### config.mk
export PLATFORM = sky130hd
export DESIGN_NAME = done_led_pattern
export DESIGN_NICKNAME = d
export VERILOG_FILES = /design/src/rtl/done_led_pkg.sv /design/src/rtl/done_led_tick.sv /design/src/rtl/done_led_pattern.sv
export SDC_FILE = /design/constraint.sdc
export NUM_CORES = 1
export LEC_CHECK = 0
export CAP_MARGIN = 20
export CELL_PAD_IN_SITES_DETAIL_PLACEMENT = 2
export CELL_PAD_IN_SITES_GLOBAL_PLACEMENT = 2
export CORE_MARGIN = 2
export CORE_UTILIZATION = 42
export CTS_CLUSTER_SIZE = 16
export DETAILED_ROUTE_END_ITERATION = 12
export GPL_ROUTABILITY_DRIVEN = 0
export HOLD_SLACK_MARGIN = 0.06
export PLACE_DENSITY = 0.95
export SETUP_SLACK_MARGIN = 0.02
export SLEW_MARGIN = 40
export SYNTH_ARGS = -nofsm -noshare
export SYNTH_HDL_FRONTEND = slang
export SYNTH_SLANG_ARGS = --single-unit
### constraint.sdc
create_clock -name clk -period 4.6 [get_ports clk]
set_input_delay 0.92 -clock clk [delete_from_list [all_inputs] [get_ports clk]]
set_output_delay 0.92 -clock clk [all_outputs]
set_load 0.01 [all_outputs]
### src/rtl/done_led_pkg.sv
// Shared types and helpers for the DONE LED pattern generator.
package done_led_pkg;

  typedef enum logic [1:0] {
    MODE_OFF     = 2'd0,
    MODE_ON      = 2'd1,
    MODE_BLINK   = 2'd2,
    MODE_BREATHE = 2'd3
  } mode_t;

  typedef enum logic {
    RAMP_UP   = 1'b0,
    RAMP_DOWN = 1'b1
  } breathe_state_t;

  function automatic int calc_div(input int clk_hz, input int tick_hz);
    return clk_hz / tick_hz;
  endfunction

endpackage

### src/rtl/done_led_tick.sv
// Free-running prescaler: one-cycle tick strobe every DIV clocks.
module done_led_tick #(
  parameter int DIV = 2
) (
  input  logic clk,
  input  logic rstN,
  output logic tick
);

  localparam int CW = (DIV > 1) ? $clog2(DIV) : 1;
  localparam logic [CW-1:0] LAST = CW'(DIV - 1);

  logic [CW-1:0] r_cnt;
  logic          r_tick;

  always_ff @(posedge clk or negedge rstN) begin
    if (!rstN) begin
      r_cnt  <= '0;
      r_tick <= 1'b0;
    end else begin
      r_tick <= (r_cnt == LAST);
      r_cnt  <= (r_cnt == LAST) ? '0 : r_cnt + CW'(1);
    end
  end

  assign tick = r_tick;

endmodule

### src/rtl/done_led_pattern.sv
// DONE LED pattern generator: off / on / blink / breathe, drives USRDONETS.
//   state     | meaning
//   RAMP_UP   | breathe duty rising one step per tick toward all-ones
//   RAMP_DOWN | breathe duty falling one step per tick toward zero
module done_led_pattern
  import done_led_pkg::*;
#(
  parameter int CLK_HZ      = 50_000_000,
  parameter int TICK_HZ     = 1000,
  parameter int BLINK_TICKS = 250,
  parameter int PWM_WIDTH   = 8
) (
  input  logic                 clk,
  input  logic                 rstN,
  input  logic [1:0]           mode,
  output logic                 done_ts,
  output logic [PWM_WIDTH-1:0] duty,
  output logic                 tick
);

  localparam int DIV = calc_div(CLK_HZ, TICK_HZ);
  localparam int TCW = $clog2(BLINK_TICKS + 1);
  localparam logic [TCW-1:0]       TC_LAST  = TCW'(BLINK_TICKS - 1);
  localparam logic [PWM_WIDTH-1:0] DUTY_TOP = {{(PWM_WIDTH-1){1'b1}}, 1'b0};
  localparam logic [PWM_WIDTH-1:0] DUTY_ONE = PWM_WIDTH'(1);

  logic                 w_tick;
  logic                 w_restart;
  mode_t                r_mode_q;
  logic [PWM_WIDTH-1:0] r_pwm_cnt;
  logic [TCW-1:0]       r_tick_cnt, w_tick_cnt_nxt;
  logic                 r_blink_ph, w_blink_ph_nxt;
  breathe_state_t       r_state, w_state_nxt;
  logic [PWM_WIDTH-1:0] r_duty, w_duty_nxt;
  logic                 r_done_ts, w_done_ts_nxt;

  done_led_tick #(.DIV(DIV)) u_tick (
    .clk  (clk),
    .rstN (rstN),
    .tick (w_tick)
  );

  assign w_restart = (mode_t'(mode) != r_mode_q);

  always_comb begin
    w_tick_cnt_nxt = r_tick_cnt;
    w_blink_ph_nxt = r_blink_ph;
    w_state_nxt    = r_state;
    w_duty_nxt     = r_duty;
    w_done_ts_nxt  = 1'b0;

    case (r_mode_q)
      MODE_ON:      w_done_ts_nxt = 1'b1;
      MODE_BLINK:   w_done_ts_nxt = r_blink_ph;
      MODE_BREATHE: w_done_ts_nxt = (r_pwm_cnt < r_duty);
      default:      w_done_ts_nxt = 1'b0;
    endcase

    // A mode change restarts the pattern and swallows a coincident tick.
    if (w_restart) begin
      w_tick_cnt_nxt = '0;
      w_blink_ph_nxt = 1'b0;
      w_state_nxt    = RAMP_UP;
      w_duty_nxt     = '0;
    end else if (r_mode_q == MODE_BLINK) begin
      if (w_tick) begin
        if (r_tick_cnt == TC_LAST) begin
          w_tick_cnt_nxt = '0;
          w_blink_ph_nxt = ~r_blink_ph;
        end else begin
          w_tick_cnt_nxt = r_tick_cnt + TCW'(1);
        end
      end
    end else if (r_mode_q == MODE_BREATHE) begin
      if (w_tick) begin
        case (r_state)
          RAMP_UP: begin
            w_duty_nxt = r_duty + DUTY_ONE;
            if (r_duty == DUTY_TOP) w_state_nxt = RAMP_DOWN;
          end
          default: begin
            w_duty_nxt = r_duty - DUTY_ONE;
            if (r_duty == DUTY_ONE) w_state_nxt = RAMP_UP;
          end
        endcase
      end
    end else begin
      w_duty_nxt  = '0;
      w_state_nxt = RAMP_UP;
    end
  end

  always_ff @(posedge clk or negedge rstN) begin
    if (!rstN) begin
      r_mode_q   <= MODE_OFF;
      r_pwm_cnt  <= '0;
      r_tick_cnt <= '0;
      r_blink_ph <= 1'b0;
      r_state    <= RAMP_UP;
      r_duty     <= '0;
      r_done_ts  <= 1'b0;
    end else begin
      r_mode_q   <= mode_t'(mode);
      r_pwm_cnt  <= r_pwm_cnt + DUTY_ONE;
      r_tick_cnt <= w_tick_cnt_nxt;
      r_blink_ph <= w_blink_ph_nxt;
      r_state    <= w_state_nxt;
      r_duty     <= w_duty_nxt;
      r_done_ts  <= w_done_ts_nxt;
    end
  end

  assign done_ts = r_done_ts;
  assign duty    = r_duty;
  assign tick    = w_tick;

endmodule

* Word level (Yosys, flattened, before mapping)
Cells that the tools add are included.
Word-level totals: register bits after elaboration 46, latch bits 0, RAM bits 0, bits in read-only memories 0, memories 0
Cells by class: add/subtract/negate cells 5, multiply operators 0, div/mod/pow operators 0, magnitude comparators 1, equality and inequality tests 10, shifts and indexed selects 0, multiplexer cells 22, bitwise gates (word level) 1, reduce and logical (&&, ||, !) cells 6
Operators by type and width (count):
- 2-to-1 mux 8 bit | 9
- adder 8 x 1 -> 8 bit (second input constant) | 3
- adder 16 x 1 -> 16 bit (second input constant) | 1
- == test 16 bit (second input constant) | 1
- == test 8 bit (second input constant) | 2
- 2-to-1 mux 16 bit | 1
- 2-to-1 mux 1 bit | 11
- == test 8 x 1 -> 1 bit (second input constant) | 1
- less-than comparator 8 bit | 1
- subtractor 8 x 1 -> 8 bit (second input constant) | 1
- nonzero test 2 bit | 3
- == test 2 bit (second input constant) | 2
- AND reduction 2 bit | 2
- inequality test 3 x 2 -> 1 bit (second input constant) | 1
- one-hot mux 1 bit (3 select lines) | 1
- AND reduction 3 bit | 1
- == test 2 x 1 -> 1 bit (second input constant) | 1
- inequality test 2 bit | 1
- inequality test 2 bit (second input constant) | 1
- NOT 1 bit | 1

* Longest topological paths before layout
depth in word-level cells 7, gate-level depth with buffers 6, depth with buffers taken out 6

* Modules after synthesis
From an unflattened synthesis, not the netlist that was laid out.
Second synthesis, totals: cell total of the unflattened synthesis 257, area, all modules 2596.2 um^2
Modules (own cells, without submodules):
- done_led_pattern | times used 1, cells an instance 189, area each 1809.2 um^2, seq. area each 725.7 um^2
- done_led_tick | times used 1, cells an instance 68, area each 787.0 um^2, seq. area each 425.4 um^2

* Least setup slack after synthesis
Ideal clock, no wire load.
kind input-to-reg, from input port mode[0], to register r_tick_cnt[3], setup time 0.136 ns, arrival 1.822 ns, slack 2.641 ns, stages on the path 5, cell sequence or3_1 -> a21oi_2 -> buf_2 -> or4_1 -> a21oi_1
Between the ends: word-level cells in the longest chain between the ends 3, elaborated cells on any way between the ends 5, those cells by class eq/ne: 1; mux: 1; reduce/logical: 3
Ends and longest elaborated chain:
- start, declared | RTL line done_led_pattern.sv:15 | input logic [1:0] mode,
- inequality test 2 bit (*) | RTL line done_led_pattern.sv:43 | assign w_restart = (mode_t'(mode) != r_mode_q);
- nonzero test 2 bit (no line)
- AND reduction 2 bit (no line)
- end signal, assigned | RTL line done_led_pattern.sv:105 | r_tick_cnt <= w_tick_cnt_nxt;
- end, declared | RTL line done_led_pattern.sv:31 | logic [TCW-1:0] r_tick_cnt, w_tick_cnt_nxt;
Every way passes the cells marked *; elsewhere a longest branch is shown, timed or not. A chain may end at the register's enable or synchronous reset.

* Final worst setup path
from input port mode[0], to register r_tick_cnt[2]
The elaborated chain is that of the path after synthesis.

==> key figures <==
Status
  • Status: complete, no violations

Synthesis
  • Mapped Avg Cell Area: 10.09 sq um
  • Cell taking the most area after synthesis: dfrtp_1
  • Asr flop ratio synth: 100.0%
  • Seq cells post-synth: 46
  • Top cell type's share of synthesized area: 45.61%
  • Post-synth top cells: 46 x dfrtp_1, 18 x nor2_1, 16 x nand2_1, 16 x o21ai_0, 15 x ha_1
  • Mapped Nets: 269
  • Top-count cell post-synth: dfrtp_1
  • Distinct cell type count after synthesis: 49
  • Post-synthesis cell count: 250
  • Synth Cell Area: 0.002524 sq mm
  • Most used DFF post-synth: dfrtp_1
  • Synth warn: 0
  • Top cells by area, synth: dfrtp_1 46%, ha_1 7.4%, xor2_1 4.2%
  • Sequential area share after synthesis: 45.61%
  • Post-synth EDFFs: 0

STA
  • Fin. max-slew vios: 0
  • Final Hold Fails: 0
  • Total negative setup slack: 0 ns
  • Worst Tran Pin Value: 0.6098 ns
  • Period utilization: 53.86%
  • Final setup viols: 0
  • RSZ-0062 raised after global routing: false
  • Minimum clock period: 2.478 ns
  • WHS: 0.4533 ns
  • Final setup skew: 0.01086 ns
  • Achievable frequency: 0.4036 GHz
  • Final WS setup: 2.122 ns
  • Slew HR: 59.04%

Drt
  • Residual DRC: 0
  • Vias: 1,974
  • Via density: 5.806
  • WL per Instance: 18.29 microns
  • Drt total wl: 6.217 mm
  • Post-route ant nets: 0
  • DR pass1 iterations: 4
  • DR iter-0 viols: 96

Global routing
  • First-pass GRT wire length: 10.97 mm
  • Vias in the first global route: 2,180
  • Largest net degree at the start of global routing: 47
  • Global router's overall resource usage: 21.52%
  • GRT overflow: 0
  • Initial antenna violation count: 0

Clock tree
  • Htree depth: 2
  • Post-CTS Setup Bufs: 0
  • Bufs on Longest Clock Path: 2
  • Resize count post-CTS: 0
  • CTS buffer count: 5
  • CTS Root Cell: clkbuf_8
  • Clk slew on worst S/H paths: 0.09 ns
  • Hold_buf cts: 0
  • # clock sinks: 46
  • Clock Latency Late Sink: 0.30 ns
  • CTS tree: done

Place
  • Pre-CTS setup slack: 1.810 ns
  • PortBufs: 13
  • DPL Wire Length: 4.393 mm

Floorplanning
  • Initial Utilization: 43.14%
  • I/O Pins: 14
  • Core Region: 0.005851 sq mm
  • Die X: 81.52 microns
  • Die height: 81.52 microns
  • Die area: 0.006645 sq mm
  • # rows: 28

Critical path
  • Worst setup path end: r_tick_cnt[2]
  • Startpoint types: primary input
  • FF-to-FF setup slack: 2.61 ns
  • Critical R2R Capture: u_tick.r_cnt[8]
  • Worst path max stage delay: 0.54 ns
  • CP Launch Point: mode[0]
  • CP Capture Type: flip-flop
  • Reg2reg path depth: 4
  • Reg2reg start: u_tick.r_cnt[0]
  • Critical setup path kind: in2reg
  • Worst endpoint required time: 4.83 ns
  • CP max-delay cell: clkdlybuf4s50_1
  • Crit Path Max Fanout: 14
  • CP arrival: 2.70 ns
  • Crit path cell chain: clkdlybuf4s50_1 > or3_1 > a21oi_2 > nor3_2 > a21oi_1

Layout
  • Post-layout net count: 284
  • Number of diodes: 0
  • Area grow syn2layout: 10.76%
  • Reg area: 0.001151 sq mm
  • Fill cells: 616
  • Multi-input gate area: 0.001294 sq mm
  • Layout cells sized above 1: 5.660%

Min path
  • Hold Path Class: reg2reg

Pwr
  • Maximum vdd drop: 0.09609 mV
  • Pleak: 1.168 nW
  • Pwr/cell area: 242.8 mW/mm^2

Flow run
  • Max_cap viols: 0
## final cells by class
| cell class | count | share of cell area, % |
|---|---|---|
| Multi-Input combinational cell | 186 | 46.28 |
| Tap cell | 75 | 3.357 |
| Sequential cell | 46 | 41.18 |
| Inverter | 12 | 1.611 |
| Clock buffer | 7 | 2.731 |
| Timing Repair Buffer | 14 | 4.834 |
## where the power goes
part	internal [mW]	switching (mW)	leakage, nW
Combinational	0.00937	0.0218	0.522
Clock	0.105	0.135	0.0383
Sequential	0.405	0.00212	0.608
Total	0.520	0.159	1.17
## registers in the layout, summed over array words and instances (netlist names)
name,count
u_tick.r_cnt,16
duty,8
r_pwm_cnt,8
done_ts,1
r_tick_cnt,8
r_blink_ph,1
r_mode_q,2
u_tick.tick,1
r_state,1
## metrics by stage
stage | total power [mW] | cell area (sq um) | util (%) | instances
2_1_floorplan | 0.4300 | 2524 | - | 250
3_3_place_gp | 0.4454 | 2716 | 46.43 | 333
3_5_place_dp | 0.4474 | 2719 | 46.47 | 333
4_1_cts | 0.6896 | 2795 | 47.78 | 340
5_1_grt | 0.7102 | 2795 | 47.78 | 340
6_report | 0.6787 | 2795 | 47.78 | 340
## routing by layer
metal	global-route usage (%)	vias up	share of wire, %
li1	-	942	-
met1	27.91	1002	46
met2	37.05	20	50
met3	3.626	10	1.8
met4	5.763	0	1.6
met5	0	-	0
## cell usage in the layout (no fill, tap or decap), types with 3 or more instances in the layout
cell type        instances
clkbuf_8                 5
nand3b_1                 3
a32oi_1                  3
xor2_1                  12
and4_1                   6
o21ai_0                 16
a21oi_1                 14
nand2_1                 16
nand3_1                 11
inv_1                   12
nand4_1                  8
or3_1                    7
xnor2_1                  9
or4_1                    3
dfrtp_1                 46
nor2_1                  18
and3_1                   3
ha_1                    15
o31ai_1                  4
clkdlybuf4s50_1         12
and2_1                   3
## how the worst min path moves through the flow
stage | start | to | slack, ns | depth (start not counted)
final | u_tick.r_cnt[0] | u_tick.r_cnt[0] | 0.45 | 1
after global routing | u_tick.r_cnt[0] | u_tick.r_cnt[0] | 0.48 | 1
after CTS | u_tick.r_cnt[0] | u_tick.r_cnt[0] | 0.46 | 1
after detailed placement | u_tick.r_cnt[0] | u_tick.r_cnt[0] | 0.45 | 1
after global placement | u_tick.r_cnt[0] | u_tick.r_cnt[0] | 0.45 | 1
after floorplan | u_tick.r_cnt[0] | u_tick.r_cnt[0] | 0.42 | 1
## critical path: cells and delay by family
kind	cells	cell delay, ns
compound gates	2	0.64
simple gates	2	0.60
buf+inv	1	0.54
## cells by family (layout without fill, tap and decap cells)
group	Yosys count	count (layout)	synth area share, %
muxes	2	2	0.8428
adders and majority gates	15	15	7.437
xor gates and xnor gates	21	21	7.288
DFF	46	46	45.61
and+or+nand+nor	94	94	21.96
AOI/OAI and AO/OA	54	54	13.73
buffers and inverters	18	33	3.123
(Power assumes the default switching activity.)
